===== config.mk =====
export PLATFORM = sky130hd
export DESIGN_NAME = quaternion_divider
export DESIGN_NICKNAME = d
export VERILOG_FILES = /design/src/rtl/quaternion_divider.sv
export SDC_FILE = /design/constraint.sdc
export NUM_CORES = 2
export LEC_CHECK = 0
export ABC_CLOCK_PERIOD_IN_PS = 19300
export CORE_ASPECT_RATIO = 0.5
export CORE_MARGIN = 1.5
export CORE_UTILIZATION = 47
export DETAILED_ROUTE_END_ITERATION = 6
export GPL_TIMING_DRIVEN = 0
export PLACE_DENSITY_LB_ADDON = 0.05
export SYNTH_ARGS = -nofsm -noshare
export SYNTH_HDL_FRONTEND = slang
export SYNTH_SLANG_ARGS = --single-unit

===== constraint.sdc =====
create_clock -name clk -period 19.3 [get_ports clk]
set_input_delay 3.86 -clock clk [delete_from_list [all_inputs] [get_ports clk]]
set_output_delay 3.86 -clock clk [all_outputs]
set_load 0.01 [all_outputs]

===== src/rtl/quaternion_divider.sv =====
// quaternion_divider: recovers q1 = r*conj(q2)/|q2|^2 from r = q1*q2.
// One shared signed multiplier and one restoring divider, run sequentially.
module quaternion_divider #(
  parameter int W  = 16,
  parameter int RW = 32
) (
  input  logic          clk,
  input  logic          rst,
  input  logic          start,
  input  logic [RW-1:0] r1,
  input  logic [RW-1:0] r2,
  input  logic [RW-1:0] r3,
  input  logic [RW-1:0] r4,
  input  logic [W-1:0]  a2,
  input  logic [W-1:0]  b2,
  input  logic [W-1:0]  c2,
  input  logic [W-1:0]  d2,
  output logic          busy,
  output logic          done,
  output logic [W-1:0]  a1,
  output logic [W-1:0]  b1,
  output logic [W-1:0]  c1,
  output logic [W-1:0]  d1,
  output logic          dz,
  output logic          ovf,
  output logic          inexact
);

  localparam logic [2:0] S_IDLE  = 3'd0;
  localparam logic [2:0] S_NORM  = 3'd1;
  localparam logic [2:0] S_CHECK = 3'd2;
  localparam logic [2:0] S_MAC   = 3'd3;
  localparam logic [2:0] S_DIV   = 3'd4;
  localparam logic [2:0] S_STORE = 3'd5;
  localparam logic [2:0] S_DONE  = 3'd6;

  // bit {k,j} set when term j of N_k is subtracted
  localparam logic [15:0] SUB_MASK = 16'h3950;
  localparam logic [5:0]  DIV_LAST = 6'd49;

  logic [2:0]           state_q, state_d;
  logic [5:0]           cnt_q, cnt_d;
  logic [1:0]           k_q, k_d;
  logic signed [RW-1:0] r_q [4];
  logic signed [RW-1:0] r_d [4];
  logic signed [W-1:0]  q_q [4];
  logic signed [W-1:0]  q_d [4];
  logic [32:0]          den_q, den_d;
  logic signed [49:0]   acc_q, acc_d;
  logic                 neg_q, neg_d;
  logic [33:0]          rem_q, rem_d;
  logic [W-1:0]         out_q [4];
  logic [W-1:0]         out_d [4];
  logic                 dz_q, dz_d;
  logic                 ovf_q, ovf_d;
  logic                 inx_q, inx_d;

  logic [1:0]           j;
  logic signed [RW-1:0] mul_x;
  logic signed [W-1:0]  mul_y;
  logic signed [47:0]   prod;
  logic                 mac_sub;
  logic signed [49:0]   term;
  logic signed [49:0]   sum;
  logic [33:0]          rem_sh;
  logic [33:0]          rem_sub;
  logic                 rem_ge;
  logic [49:0]          qmag;
  logic [W-1:0]         sat;
  logic                 sat_ovf;

  assign j = cnt_q[1:0];

  // operand select: squares of q2 in NORM, r_j * q2 term in MAC
  always_comb begin
    mul_x   = RW'(q_q[j]);
    mul_y   = q_q[j];
    mac_sub = 1'b0;
    if (state_q == S_MAC) begin
      mul_x   = r_q[j];
      mul_y   = q_q[j ^ k_q];
      mac_sub = SUB_MASK[{k_q, j}];
    end
  end

  assign prod = 48'(mul_x) * 48'(mul_y);

  // accumulate term, one restoring-division step, output clamp
  always_comb begin
    term = 50'(prod);
    if (mac_sub) term = -term;
    sum     = acc_q + term;
    rem_sh  = {rem_q[32:0], acc_q[49]};
    rem_sub = rem_sh - {1'b0, den_q};
    rem_ge  = rem_sh >= {1'b0, den_q};
    qmag    = acc_q;
    sat     = qmag[W-1:0];
    sat_ovf = 1'b0;
    if (neg_q) begin
      if (qmag > 50'd32768) begin
        sat     = 16'h8000;
        sat_ovf = 1'b1;
      end else begin
        sat = 16'd0 - qmag[15:0];
      end
    end else if (qmag > 50'd32767) begin
      sat     = 16'h7fff;
      sat_ovf = 1'b1;
    end
  end

  // sequencing: NORM, CHECK, then MAC/DIV/STORE per component
  always_comb begin
    state_d = state_q;
    cnt_d   = cnt_q;
    k_d     = k_q;
    r_d     = r_q;
    q_d     = q_q;
    den_d   = den_q;
    acc_d   = acc_q;
    neg_d   = neg_q;
    rem_d   = rem_q;
    out_d   = out_q;
    dz_d    = dz_q;
    ovf_d   = ovf_q;
    inx_d   = inx_q;
    unique case (state_q)
      S_IDLE: begin
        if (start) begin
          r_d[0]  = r1;
          r_d[1]  = r2;
          r_d[2]  = r3;
          r_d[3]  = r4;
          q_d[0]  = a2;
          q_d[1]  = b2;
          q_d[2]  = c2;
          q_d[3]  = d2;
          den_d   = '0;
          cnt_d   = '0;
          dz_d    = 1'b0;
          ovf_d   = 1'b0;
          inx_d   = 1'b0;
          state_d = S_NORM;
        end
      end
      S_NORM: begin
        den_d = den_q + {1'b0, prod[31:0]};
        cnt_d = cnt_q + 6'd1;
        if (j == 2'd3) begin
          cnt_d   = '0;
          state_d = S_CHECK;
        end
      end
      S_CHECK: begin
        if (den_q == '0) begin
          dz_d    = 1'b1;
          out_d   = '{default: '0};
          state_d = S_DONE;
        end else begin
          k_d     = '0;
          cnt_d   = '0;
          acc_d   = '0;
          state_d = S_MAC;
        end
      end
      S_MAC: begin
        acc_d = sum;
        cnt_d = cnt_q + 6'd1;
        if (j == 2'd3) begin
          neg_d   = sum[49];
          acc_d   = sum[49] ? -sum : sum;
          rem_d   = '0;
          cnt_d   = '0;
          state_d = S_DIV;
        end
      end
      S_DIV: begin
        rem_d = rem_ge ? rem_sub : rem_sh;
        acc_d = {acc_q[48:0], rem_ge};
        cnt_d = cnt_q + 6'd1;
        if (cnt_q == DIV_LAST) begin
          cnt_d   = '0;
          state_d = S_STORE;
        end
      end
      S_STORE: begin
        out_d[k_q] = sat;
        ovf_d      = ovf_q | sat_ovf;
        inx_d      = inx_q | (rem_q != '0);
        acc_d      = '0;
        if (k_q == 2'd3) begin
          state_d = S_DONE;
        end else begin
          k_d     = k_q + 2'd1;
          state_d = S_MAC;
        end
      end
      S_DONE:  state_d = S_IDLE;
      default: state_d = S_IDLE;
    endcase
  end

  // state registers, cleared asynchronously
  always_ff @(posedge clk or posedge rst) begin
    if (rst) begin
      state_q <= S_IDLE;
      cnt_q   <= '0;
      k_q     <= '0;
      den_q   <= '0;
      acc_q   <= '0;
      neg_q   <= 1'b0;
      rem_q   <= '0;
      dz_q    <= 1'b0;
      ovf_q   <= 1'b0;
      inx_q   <= 1'b0;
      for (int i = 0; i < 4; i++) begin
        r_q[i]   <= '0;
        q_q[i]   <= '0;
        out_q[i] <= '0;
      end
    end else begin
      state_q <= state_d;
      cnt_q   <= cnt_d;
      k_q     <= k_d;
      den_q   <= den_d;
      acc_q   <= acc_d;
      neg_q   <= neg_d;
      rem_q   <= rem_d;
      dz_q    <= dz_d;
      ovf_q   <= ovf_d;
      inx_q   <= inx_d;
      r_q     <= r_d;
      q_q     <= q_d;
      out_q   <= out_d;
    end
  end

  assign busy    = (state_q != S_IDLE) && (state_q != S_DONE);
  assign done    = (state_q == S_DONE);
  assign a1      = out_q[0];
  assign b1      = out_q[1];
  assign c1      = out_q[2];
  assign d1      = out_q[3];
  assign dz      = dz_q;
  assign ovf     = ovf_q;
  assign inexact = inx_q;

endmodule

==> summary.md <==
| Metric | Value |
|---|---|
| Final Max Slew Viols | 0 |
| Worst-case headroom to the max-slew limit | under 10% |
| Post-route fraction of the period consumed by the critical path | between 90% and 100% |
| Seq cells post-synth | about 390 |
| Clock insertion delay at the later pin of the skew report | between 0.5 and 0.6 ns |
| Avg Vias per Cell | 5.841 |
| Slew of the pin with the lowest slew margin | roughly 1.4 ns |
| Half-perimeter wire length after placement | around 130000 µm |
| Syn nets | about 6.3k |
| All-Layer GR Usage | roughly 33% |
| Num ports | about 260 |
| Worst min-delay path category | flip-flop to flip-flop |
| Fraction of synthesis flops using an asynchronous set or reset pin | 100.0% |
| Share of final-layout standard cells stronger than drive strength 1 | under 10% |
| Count of flip-flops with a built-in enable after synthesis | 0 |
| CTS tree | done |
| Num rows | 80 |
| Worst-case clock buffer depth | 3 |
| Final setup vio count | 0 |
| Synthesized-area fraction occupied by adder cells | between 20 and 30% |
| Netlist area before placement | 45390 µm² |
| Min cycle time layout | 17.64 ns |
| Placed Cells | 6958 |
| Simple logic cell fraction of the synthesized area | between 15 and 20% |
| Via count of the first global-routing pass | 40.78k |
| Layout net count | around 6.7k |
| Area of all placed cells without fillers | 51040 µm² |
| Dominant combinational cell family by area after synthesis | adder cells |
| Xor and xnor fraction of the mapped netlist area | under 10% |
| Post-synthesis cell type with the largest combined area | sky130_fd_sc_hd__fa_1 |
| Critical Path Sink Type | flip-flop |
| Slowest Stage Delay on Critical Path | between 1 and 1.5 ns |
| Setup crit start kind | flip-flop |
| Post-CTS setup-driven buffer insertion count | 0 |
| Register-to-register path setup slack | about 1.7 ns |
| Post-detailed-routing wire length | between 150000 and 200000 µm |
| Cells resized by post-CTS repair | 0 |
| Clock slew at reported path FFs | roughly 0.06 ns |
| Outcome | finished clean |
| Share of the yosys chip area belonging to registers | between 20% and 30% |
| IO buf count | 263 |
| Mux share of post-synthesis cell area | around 3.6% |
| Complex-gate fraction of the synthesized area | between 10% and 20% |
| Pin count of the biggest net entering global routing | 118 |
| Maximum clock skew at final layout | 0.02550 ns |
| Required time of the worst setup path | ~20 ns |
| Routability Congestion | 0.9945 |
| Number of hold violations in the final report | 0 |
| Warning count from the yosys run | 0 |
| Total gr overflow | 0 |
| Initial DRC count | 3843 |
| Peak Freq | 56.70 MHz |
| Vert. Die Dim | 222.7 µm |
| Number of antenna diodes | 0 |
| Clock H-tree levels | 2 |
| Root buffer cell | sky130_fd_sc_hd__clkbuf_16 |
| Global-route wire length before repair | about 250000 µm |
| Inserted Clock Buffers | 38 |
| Starting Density | a little under half |
| Critical Path Slowest Stage Cell | sky130_fd_sc_hd__buf_1 |
| Die area | about 100000 µm² |
| Count of nets left with antenna violations after detail routing | 0 |
| Number of instances in the synthesized netlist | between 5k and 6k |
| Routed wirelength normalized by instance count | 23.22 µm |
| Core area | between 90000 and 100000 µm² |
| Data arrival time at the worst-slack endpoint | 18.09 ns |
| Vias post-DR | between 40k and 50k |
| Antenna violations before repair | 5 |
| Setup repair after global routing missed its margin | no |
| Number of maximum-capacitance constraint violations | 0 |
| Biggest fanout along the worst timing path | 10 |
| Area share of the largest cell type after synthesis | a little over a fifth |
| Total number of clock tree sinks | 388 |
| X dimension of the die | 442.5 µm |
| Synthesized area per cell | approximately 8.4 µm² |
| Netlist cell types | between 100 and 150 |
| Detailed-routing iteration count for the pre-antenna-repair pass | 6 |
| Total cell area at the placement stage | around 50000 µm² |
| Number of remaining DRC errors | 0 |
| Synthesis-to-finish area growth | 12.45% |
| Dominant cells by area after synthesis | sky130_fd_sc_hd__fa_1, sky130_fd_sc_hd__dfrtp_1, sky130_fd_sc_hd__nand2_1, sky130_fd_sc_hd__ha_1, sky130_fd_sc_hd__inv_1 |
| Post-cts hold buffer count | 0 |
| Type of the worst setup path | flip-flop to flip-flop |
| Number of standard cells in the layout, taps in and fillers out | 7026 |
| Top flip-flop cell by instance count after synthesis | sky130_fd_sc_hd__dfrtp_1 |
## kinds of logic after synthesis
family	count (synthesis)
flops	388
buf+inv	951
fa+ha+maj	730
compound gates	1056
simple gates	1984
xor+xnor	208
mux	104
## cells in the mapped netlist, drive strengths merged, types with 19 or more instances
library cell	count
and3	25
a21o	88
buf	43
o21ai	301
xor2	84
mux2i	45
ha	240
inv	688
o31ai	26
o211ai	37
dfrtp	388
fa	490
a22o	50
mux4	47
nand2	1140
a31oi	42
nand4	38
a21oi	234
a31o	19
o21bai	19
nor2	355
nor2b	40
o21a	36
clkbuf	218
nand3	91
a211oi	28
and2	48
a22oi	39
xnor2	124
or3	32
nor4	42
nand2b	29
nor3	57
or2	23
## sequential cells by signal (all words and copies together), names as in the netlist, 2 cells and up
register	cells
a1	16
acc_q	50
b1	16
c1	16
cnt_q	6
d1	16
den_q	33
k_q	2
q_q	64
r_q	128
rem_q	34
state_q	3
## metal layers
metal  GRT usage (%)  up-vias  wire length, µm
met1           47.63    20590            74120
met4           8.231        0             4453
met3           7.119      244            14450
met2           49.96     1688            70120
met5               0        -                0
li1                -    18510                -
## metrics by stage
stage / setup slack (ns) / TNS (ns) / hold slack [ns] / utilization, %
2_1_floorplan: 4.656 / 0 / 0.4401 / -
3_3_place_gp: -0.6327 / -173.99 / 0.4521 / 51.95
3_5_place_dp: 2.056 / 0 / 0.4599 / 52.06
4_1_cts: 1.964 / 0 / 0.4759 / 53.45
5_1_grt: 0.8937 / 0 / 0.4875 / 53.45
6_report: 1.663 / 0 / 0.4726 / 53.45
## cell type report
type / instances / area [µm²]
clock inverter: 14 / 201.4
buffer: 263 / 1107
tap: 1271 / 1590
sequential: 388 / 9709
fill: 9349 / 44450
clock buffer: 54 / 1122
timing repair buffer: 266 / 2715
inverter: 688 / 2590
multi-input combinational: 4082 / 32000
## worst paths after layout
path	startpoint	endpoint	cells after the start
worst min register to register	r_q[32]$_DFFE_PP0P_	r_q[32]$_DFFE_PP0P_	2
worst max-delay path	cnt_q[0]$_DFFE_PP0P_	acc_q[36]$_DFFE_PP0P_	48
worst min-delay path	r_q[32]$_DFFE_PP0P_	r_q[32]$_DFFE_PP0P_	2
max in group asynchronous	rst	c1[12]$_DFFE_PP0P_	5
worst max register to register	cnt_q[0]$_DFFE_PP0P_	acc_q[36]$_DFFE_PP0P_	48
min in group asynchronous	rst	r_q[14]$_DFFE_PP0P_	2
## worst max-delay path, delay by kind of cell, from the launching register on
| family | cells | cell delay, ns |
|---|---|---|
| buffers and inverters | 13 | 4.78 |
| XOR/XNOR | 3 | 0.95 |
| adder cells (fa/ha/maj) | 9 | 4.57 |
| AO/OA/AOI/OAI | 16 | 4.78 |
| AND/OR/NAND/NOR | 7 | 1.87 |
| flip-flops | 1 | 0.44 |
## cell usage in the layout (no fill, tap or decap), types with 44 or more instances in the layout
cell type                         instances
sky130_fd_sc_hd__o21ai_1                 44
sky130_fd_sc_hd__o21ai_0                249
sky130_fd_sc_hd__fa_1                   490
sky130_fd_sc_hd__nor2_1                 354
sky130_fd_sc_hd__a21oi_1                233
sky130_fd_sc_hd__xor2_1                  84
sky130_fd_sc_hd__nand3_1                 91
sky130_fd_sc_hd__a21o_1                  88
sky130_fd_sc_hd__nand2_1               1139
sky130_fd_sc_hd__mux2i_1                 45
sky130_fd_sc_hd__inv_1                  686
sky130_fd_sc_hd__nor3_1                  57
sky130_fd_sc_hd__dfrtp_1                388
sky130_fd_sc_hd__clkbuf_1               220
sky130_fd_sc_hd__clkdlybuf4s50_1        263
sky130_fd_sc_hd__mux4_2                  47
sky130_fd_sc_hd__and2_1                  47
sky130_fd_sc_hd__ha_1                   240
sky130_fd_sc_hd__a22o_1                  50
sky130_fd_sc_hd__xnor2_1                122
Power is left out: the tool's default activity adds up to more than one toggle a clock period on the data nets, which glitch-free logic cannot reach.
